## src/rtl/dwrr_pkg.sv

```systemverilog
// Shared types and helpers for the four-queue DWRR scheduler.
//   state_e  : scheduler FSM encoding
//   *_DEF    : default widths and limits for dwrr4_sched
//   sat_add  : width-generic saturating add used for deficit replenish
package dwrr_pkg;

  typedef enum logic [1:0] {IDLE, VISIT, CHECK, GRANT} state_e;

  localparam int unsigned NUM_Q         = 4;
  localparam int unsigned LEN_W_DEF     = 13;
  localparam int unsigned DEF_W_DEF     = 14;
  localparam int unsigned MAX_BURST_DEF = 16;

  // Operands are narrow counters (well under 31 bits), so the 32-bit sum
  // cannot wrap before it is clamped.
  function automatic int unsigned sat_add(input int unsigned a,
                                          input int unsigned b,
                                          input int unsigned max_v);
    int unsigned sum;
    sum = a + b;
    return (sum > max_v) ? max_v : sum;
  endfunction

endpackage

```

## src/rtl/dwrr4_sched.sv

```systemverilog
// Four-queue byte-fair deficit weighted round-robin scheduler.
// One grant per packet is offered to the TX engine over gnt_val/gnt_rdy.
// Ports:
//   clk, rst        clock, synchronous active-high reset
//   req[3:0]        per-queue head packet present
//   pkt_len         head-packet length per queue, queue i at [i*LEN_W +: LEN_W]
//   quantum         per-visit byte quantum per queue, same packing
//   gnt_rdy         TX engine accepts the current grant
//   gnt_val/id/len  grant valid, queue index, latched packet length
module dwrr4_sched
  import dwrr_pkg::*;
#(
  parameter int unsigned LEN_W     = LEN_W_DEF,
  parameter int unsigned DEF_W     = DEF_W_DEF,
  parameter int unsigned MAX_BURST = MAX_BURST_DEF
) (
  input  logic                   clk,
  input  logic                   rst,
  input  logic [NUM_Q-1:0]       req,
  input  logic [NUM_Q*LEN_W-1:0] pkt_len,
  input  logic [NUM_Q*LEN_W-1:0] quantum,
  input  logic                   gnt_rdy,
  output logic                   gnt_val,
  output logic [1:0]             gnt_id,
  output logic [LEN_W-1:0]       gnt_len
);

  localparam int unsigned BURST_W = $clog2(MAX_BURST + 1);
  localparam int unsigned DEF_MAX = (32'd1 << DEF_W) - 32'd1;

  state_e               state_q, state_d;
  logic [1:0]           ptr_q, ptr_d;
  logic [BURST_W-1:0]   burst_q, burst_d;
  logic                 gnt_val_q, gnt_val_d;
  logic [1:0]           gnt_id_q, gnt_id_d;
  logic [LEN_W-1:0]     gnt_len_q, gnt_len_d;

  logic [DEF_W-1:0]     def_q [NUM_Q];
  logic [DEF_W-1:0]     def_d [NUM_Q];
  logic [LEN_W-1:0]     len_a [NUM_Q];
  logic [LEN_W-1:0]     quant_a [NUM_Q];

  // Per-queue unpacking and deficit counters.
  for (genvar g = 0; g < NUM_Q; g++) begin : g_q
    logic [DEF_W-1:0] cnt_q;

    assign len_a[g]   = pkt_len[g*LEN_W +: LEN_W];
    assign quant_a[g] = quantum[g*LEN_W +: LEN_W];
    assign def_q[g]   = cnt_q;

    always_ff @(posedge clk) begin
      if (rst) cnt_q <= '0;
      else     cnt_q <= def_d[g];
    end
  end

  logic [DEF_W-1:0] def_cur;
  logic [LEN_W-1:0] len_cur;
  logic [LEN_W-1:0] quant_cur;

  assign def_cur   = def_q[ptr_q];
  assign len_cur   = len_a[ptr_q];
  assign quant_cur = quant_a[ptr_q];

  always_comb begin
    state_d   = state_q;
    ptr_d     = ptr_q;
    burst_d   = burst_q;
    gnt_val_d = gnt_val_q;
    gnt_id_d  = gnt_id_q;
    gnt_len_d = gnt_len_q;
    def_d     = def_q;

    unique case (state_q)
      IDLE: begin
        if (req != '0) state_d = VISIT;
      end

      VISIT: begin
        if (req[ptr_q]) begin
          def_d[ptr_q] = DEF_W'(sat_add(32'(def_cur), 32'(quant_cur), DEF_MAX));
          burst_d      = '0;
          state_d      = CHECK;
        end else begin
          def_d[ptr_q] = '0;
          ptr_d        = ptr_q + 2'd1;
          state_d      = (req != '0) ? VISIT : IDLE;
        end
      end

      CHECK: begin
        if (!req[ptr_q]) begin
          // An emptied queue forfeits whatever deficit it had built up.
          def_d[ptr_q] = '0;
          ptr_d        = ptr_q + 2'd1;
          state_d      = (req != '0) ? VISIT : IDLE;
        end else if ((burst_q < BURST_W'(MAX_BURST)) &&
                     (def_cur >= DEF_W'(len_cur))) begin
          gnt_val_d = 1'b1;
          gnt_id_d  = ptr_q;
          gnt_len_d = len_cur;
          state_d   = GRANT;
        end else begin
          ptr_d   = ptr_q + 2'd1;
          state_d = VISIT;
        end
      end

      GRANT: begin
        // Charge the latched length, not the live pkt_len, so upstream
        // changes during the handshake cannot skew the accounting.
        if (gnt_rdy) begin
          def_d[ptr_q] = def_cur - DEF_W'(gnt_len_q);
          burst_d      = burst_q + BURST_W'(1);
          gnt_val_d    = 1'b0;
          state_d      = CHECK;
        end
      end

      default: state_d = IDLE;
    endcase
  end

  always_ff @(posedge clk) begin
    if (rst) begin
      state_q   <= IDLE;
      ptr_q     <= '0;
      burst_q   <= '0;
      gnt_val_q <= 1'b0;
      gnt_id_q  <= '0;
      gnt_len_q <= '0;
    end else begin
      state_q   <= state_d;
      ptr_q     <= ptr_d;
      burst_q   <= burst_d;
      gnt_val_q <= gnt_val_d;
      gnt_id_q  <= gnt_id_d;
      gnt_len_q <= gnt_len_d;
    end
  end

  assign gnt_val = gnt_val_q;
  assign gnt_id  = gnt_id_q;
  assign gnt_len = gnt_len_q;

endmodule

```

## config.mk

```make
export PLATFORM = sky130hd
export DESIGN_NAME = dwrr4_sched
export DESIGN_NICKNAME = d
export VERILOG_FILES = /design/src/rtl/dwrr_pkg.sv /design/src/rtl/dwrr4_sched.sv
export SDC_FILE = /design/constraint.sdc
export NUM_CORES = 1
export LEC_CHECK = 0
export CAP_MARGIN = 20
export CORE_MARGIN = 1.5
export CORE_UTILIZATION = 45
export CTS_CLUSTER_DIAMETER = 120
export DETAILED_ROUTE_END_ITERATION = 10
export MAX_ROUTING_LAYER = met4
export PLACE_DENSITY = 0.72
export SYNTH_ARGS = -nofsm -noshare
export SYNTH_HDL_FRONTEND = slang
export SYNTH_SLANG_ARGS = --single-unit
```

## constraint.sdc

```tcl
create_clock -name clk -period 5.6 [get_ports clk]
set_input_delay 1.68 -clock clk [delete_from_list [all_inputs] [get_ports clk]]
set_output_delay 1.68 -clock clk [all_outputs]
set_load 0.01 [all_outputs]
```

Word-level counts from Yosys, hierarchy flattened:

Index checks and enable logic that the tools add are counted.

* equality and inequality tests: 11
* add/sub/neg operators: 4
* reduce and logical (&&, ||, !) cells: 14
* divide/modulo/power cells: 0
* multiply operators: 0
* order comparisons: 6
* mux-type cells: 38
* shift-type cells: 0
* bitwise logic cells: 3

Operator list (count)
* 2-to-1 mux 56 bit: 3
* one-hot mux 56 bit (3 select lines): 1
* bitwise mux 56 bit: 2
* AND 56 bit: 1
* 2-to-1 mux 14 bit: 4
* inverter 56 bit: 1
* binary-select mux 13 bit (select 2 bit): 2
* 2-to-1 mux 13 bit: 4
* binary-select mux 14 bit (select 2 bit): 1
* demux 14 bit (select 2 bit): 1
* 2-to-1 mux 2 bit: 8
* adder 14 x 13 -> 15 bit: 1
* greater-than comparator 15 x 14 -> 1 bit (second input constant): 1
* >= comparator 14 x 13 -> 1 bit: 1
* != test 2 bit (second input constant): 7
* subtractor 14 x 13 -> 14 bit: 1
* AND reduction 3 bit: 4
* 2-to-1 mux 5 bit: 2
* one-hot mux 5 bit (2 select lines): 1
* one-hot mux 2 bit (4 select lines): 1
* nonzero test 2 bit: 3
* adder 5 x 1 -> 5 bit (second input constant): 1
* < comparator 5 bit (second input constant): 1
* 2-to-1 mux 1 bit: 5
* 17 further kinds: 19

* ROM bits: 0
* register bits after elaboration: 81
* latch bits: 0
* bits in writable memories: 0
* input bits: 111
* memories kept: 0
* word-level logic and storage cells: 86
* output and inout port bits: 16

Depth between registers and ports, before layout:

* depth after elaboration: 10
* mapped depth: 16
* mapped depth without buffers: 13

Least setup slack after synthesis:

Ideal clock, no wire load.

* path type: input to register
* start: input quantum[39]
* end: register (tool-made name)
* slack: 1067 ps
* data required time: 5468 ps
* arrival time: 4401 ps
* stages on the path: 12
* cell sequence: mux4_2 > ha_1 > fa_1 > a21oi_1 > o21ai_2 > a221o_1 > a22o_1 > and2_4 > buf_6 > a221o_1 > nor2_1 > nor3_1

RTL lines
* start, declared: RTL line dwrr4_sched.sv:21 `input logic [NUM_Q*LEN_W-1:0] quantum,`

==> summary.txt <==
Final setup viols -> 0
DIE WIDTH -> 118.2 µm
clock edge transition at the registers on the reported setup and hold paths -> 0.07 ns
reg-to-reg slack, setup -> 1.48 ns
post-CTS sizing -> 0
metal2 WL -> 8.338 mm
antenna-violating nets left -> 0
Final Max Slew Viols -> 0
hold buffers post-CTS -> 0
TNS Setup -> 0 ns
# DRC -> 0
number of synthesized flops with an enable pin -> 0
CTS tree -> built
top routing layer in use -> met4
Worst Max-Slew Pin Slew -> 1.174 ns
final setup margin -> 0.5863 ns
Sequential cell area -> 0.001624 mm²
Design Power -> 2.888 mW
met3 wire length -> 1.169 mm
average cell area after synthesis -> 9.228 µm²
Primary FF master, synth -> dfxtp_1
synth warn -> 0
crit path time final -> 5.014 ns
vias in the first global route -> 5662
hold_sp -> gnt_id[1]
Hold Path Class -> reg2reg
RePlAce Congestion -> 0.9235
post-synthesis cell type count -> 60
largest net degree at the start of global routing -> 84
Crit path arrival time -> 5.21 ns
Synth top area share -> 27.16%
fin area -> 0.007656 mm²
first-pass GRT wire length -> 29.06 mm
post-synth design cell area -> 0.005971 mm²
RSZ-0062 raised after global routing -> false
period utilisation layout -> 89.53%
area leader, netlist -> dfxtp_1
routed vias/inst -> 6.154
Max Cap Viol -> 0
Power Dens Cells -> 377.2 mW/mm²
reg2reg start -> ptr_q[0]
Filler cells -> 1082
sequential fraction of the synthesis area -> 27.16%
Async SR Flop Fraction -> 0%
most instantiated cells after synthesis -> dfxtp_1 (81), nor2_1 (77), a21oi_1 (49), ha_1 (44), a211oi_1 (43)
P&R area growth vs syn -> 28.23%
Cells after DPL -> 912
initial antenna violation count -> 0
Worst setup EP type -> register
WL/cell -> 19.36 µm
worst-path cell chain -> clkdlybuf4s50_1 -> mux4_2 -> ha_1 -> fa_1 -> a21oi_1 -> o21ai_2 -> a221o_1 -> a22o_1 -> o211ai_1 -> mux2i_1 -> nand2_1 -> o221ai_1
crit-path max FO -> 6
Worst Path Required -> 5.80 ns
Num CTS Buffers -> 9
Die Ht -> 118.2 µm
final hold vios -> 0
Max stage delay on crit path -> 0.52 ns
top cell family by delay on the critical path -> compound AO/OA/AOI/OAI gates
WP buf/inv -> 1
number of I/O pins -> 127
gr usage total -> 26.74%
Setup Slack @ Placement -> 0.2660 ns
die area -> 0.01397 mm²
row cnt -> 41
critical path's slowest cell -> mux4_2
HPWL after detailed placement -> 13.60 mm
Final Skew -> 0.005934 ns
Routed WL -> 17.96 mm
count leader, synth -> dfxtp_1
Starting Density -> 46.74%
non-filler cells, final -> 928
CP Class -> in2reg
FF-to-FF path depth -> 12
hold-critical path depth -> 2
status -> completed
CP Launch Type -> input pin
CTS root buffer -> clkbuf_16
largest cells by area after synthesis -> dfxtp_1 (27%), mux4_2 (15%), ha_1 (9.2%)
FF+latch count, synth -> 81
Fmax achieved -> 199.5 MHz
Mapped Cells -> 647
met1 WL -> 8.046 mm
Multi-input gate area -> 0.004011 mm²
Clk Latency, worst-skew pair -> 0.35 ns
Peak supply drop -> 286.9 µV
CTS H-tree depth -> 3
syn_nets -> 804
Worst Setup SP -> quantum[26]
relative slew slack -> 21.57%
Hold EP -> gnt_id[1]
post-CTS setup repair buffer count -> 0
Core Area -> 0.01277 mm²
placed inst area -> 0.007343 mm²
1st-iter DRT viols -> 594
Net count, final -> 908
DR vias -> 5711
count of input and output buffers -> 126
diode count -> 0
drt first pass iters -> 5
clock tree buffer depth -> 2
total grt overflow -> 0
share of cells above drive strength 1 -> 11.24%
leakage -> 2.731 nW
CTS sink cnt -> 81
-- area by class of cell --
type / count / share of cell area, %
Timing Repair Buffer: 140 / 17.78
Clock inverter: 6 / 0.9642
Inverter: 35 / 1.716
Clock buffer: 10 / 3.121
Multi-Input combinational cell: 484 / 52.39
Sequential cell: 81 / 21.21
Tap cell: 172 / 2.811
-- per-stage QoR --
stage          util (%)  hold slack, ns
2_1_floorplan         -          0.4505
3_3_place_gp      57.49          0.4691
5_1_grt           59.94          0.5182
3_5_place_dp      57.49          0.4785
6_report          59.94          0.4915
4_1_cts           59.94          0.4913
-- layout by cell type (no fill, tap or decap), types with 3 or more instances in the layout --
| cell type | synthesis | layout |
|---|---|---|
| ha_1 | 44 | 44 |
| nor2_1 | 77 | 77 |
| nor3_1 | 8 | 8 |
| a22oi_1 | 4 | 4 |
| inv_1 | 35 | 35 |
| o21ai_0 | 24 | 24 |
| a21o_1 | 8 | 8 |
| a31oi_1 | 3 | 3 |
| nand4_1 | 16 | 16 |
| nand3b_1 | 4 | 4 |
| nand2_1 | 17 | 17 |
| a221oi_2 | 5 | 5 |
| o32ai_1 | 5 | 5 |
| mux4_2 | 41 | 41 |
| nor2b_1 | 9 | 9 |
| dfxtp_1 | 81 | 79 |
| o31a_1 | 5 | 5 |
| xnor2_1 | 12 | 12 |
| mux2i_1 | 11 | 11 |
| clkdlybuf4s50_1 | 0 | 125 |
| nand3_1 | 8 | 8 |
| o21a_1 | 12 | 12 |
| and2_0 | 4 | 4 |
| o31ai_1 | 14 | 14 |
| xor2_1 | 11 | 11 |
| a21oi_1 | 49 | 49 |
| buf_4 | 0 | 14 |
| a211oi_1 | 43 | 43 |
| clkbuf_16 | 0 | 9 |
| nand2b_1 | 11 | 11 |
-- cells by family (layout without fill, tap and decap cells) --
| group | after synthesis | count (layout) | share of synthesized area (%) |
|---|---|---|---|
| compound gates | 197 | 197 | 23.24 |
| xor+xnor | 23 | 23 | 3.374 |
| fa+ha+maj | 46 | 46 | 9.891 |
| buf+inv | 82 | 191 | 5.658 |
| flops | 81 | 81 | 27.16 |
| mux | 52 | 52 | 17.31 |
| simple gates | 166 | 166 | 13.37 |
-- worst reg2reg max path, stage by stage, from the launching register on --
cell,delay [ns]
dfxtp_2,0.47
buf_4,0.33
mux4_2,0.59
ha_1,0.28
fa_1,0.41
a21oi_1,0.29
o21ai_2,0.13
a221o_1,0.36
a22o_1,0.29
o211ai_1,0.47
mux2i_1,0.14
nand2_1,0.10
o221ai_1,0.10
-- worst max-delay path by stage --
stage,to,slack [ns],depth (start not counted)
2_1_floorplan,register,1.07,12
3_3_place_gp,register,0.39,12
3_5_place_dp,register,0.27,12
4_1_cts,register,0.63,12
5_1_grt,register,0.39,12
6_report,register,0.59,12
-- power by group --
group / leakage [nW] / internal, mW / switching [mW]
sequential: 0.658 / 0.631 / 0.0395
combinational: 1.93 / 0.680 / 0.899
clock: 0.148 / 0.364 / 0.274
total: 2.73 / 1.68 / 1.21
-- routing by layer --
| layer | vias to the layer above | track usage (%) |
|---|---|---|
| met5 | - | - |
| met4 | 0 | 8.765 |
| met3 | 32 | 5.212 |
| met2 | 227 | 42.15 |
| met1 | 2792 | 34.62 |
| li1 | 2660 | - |
No activity file was read; power rests on OpenSTA's default activity.
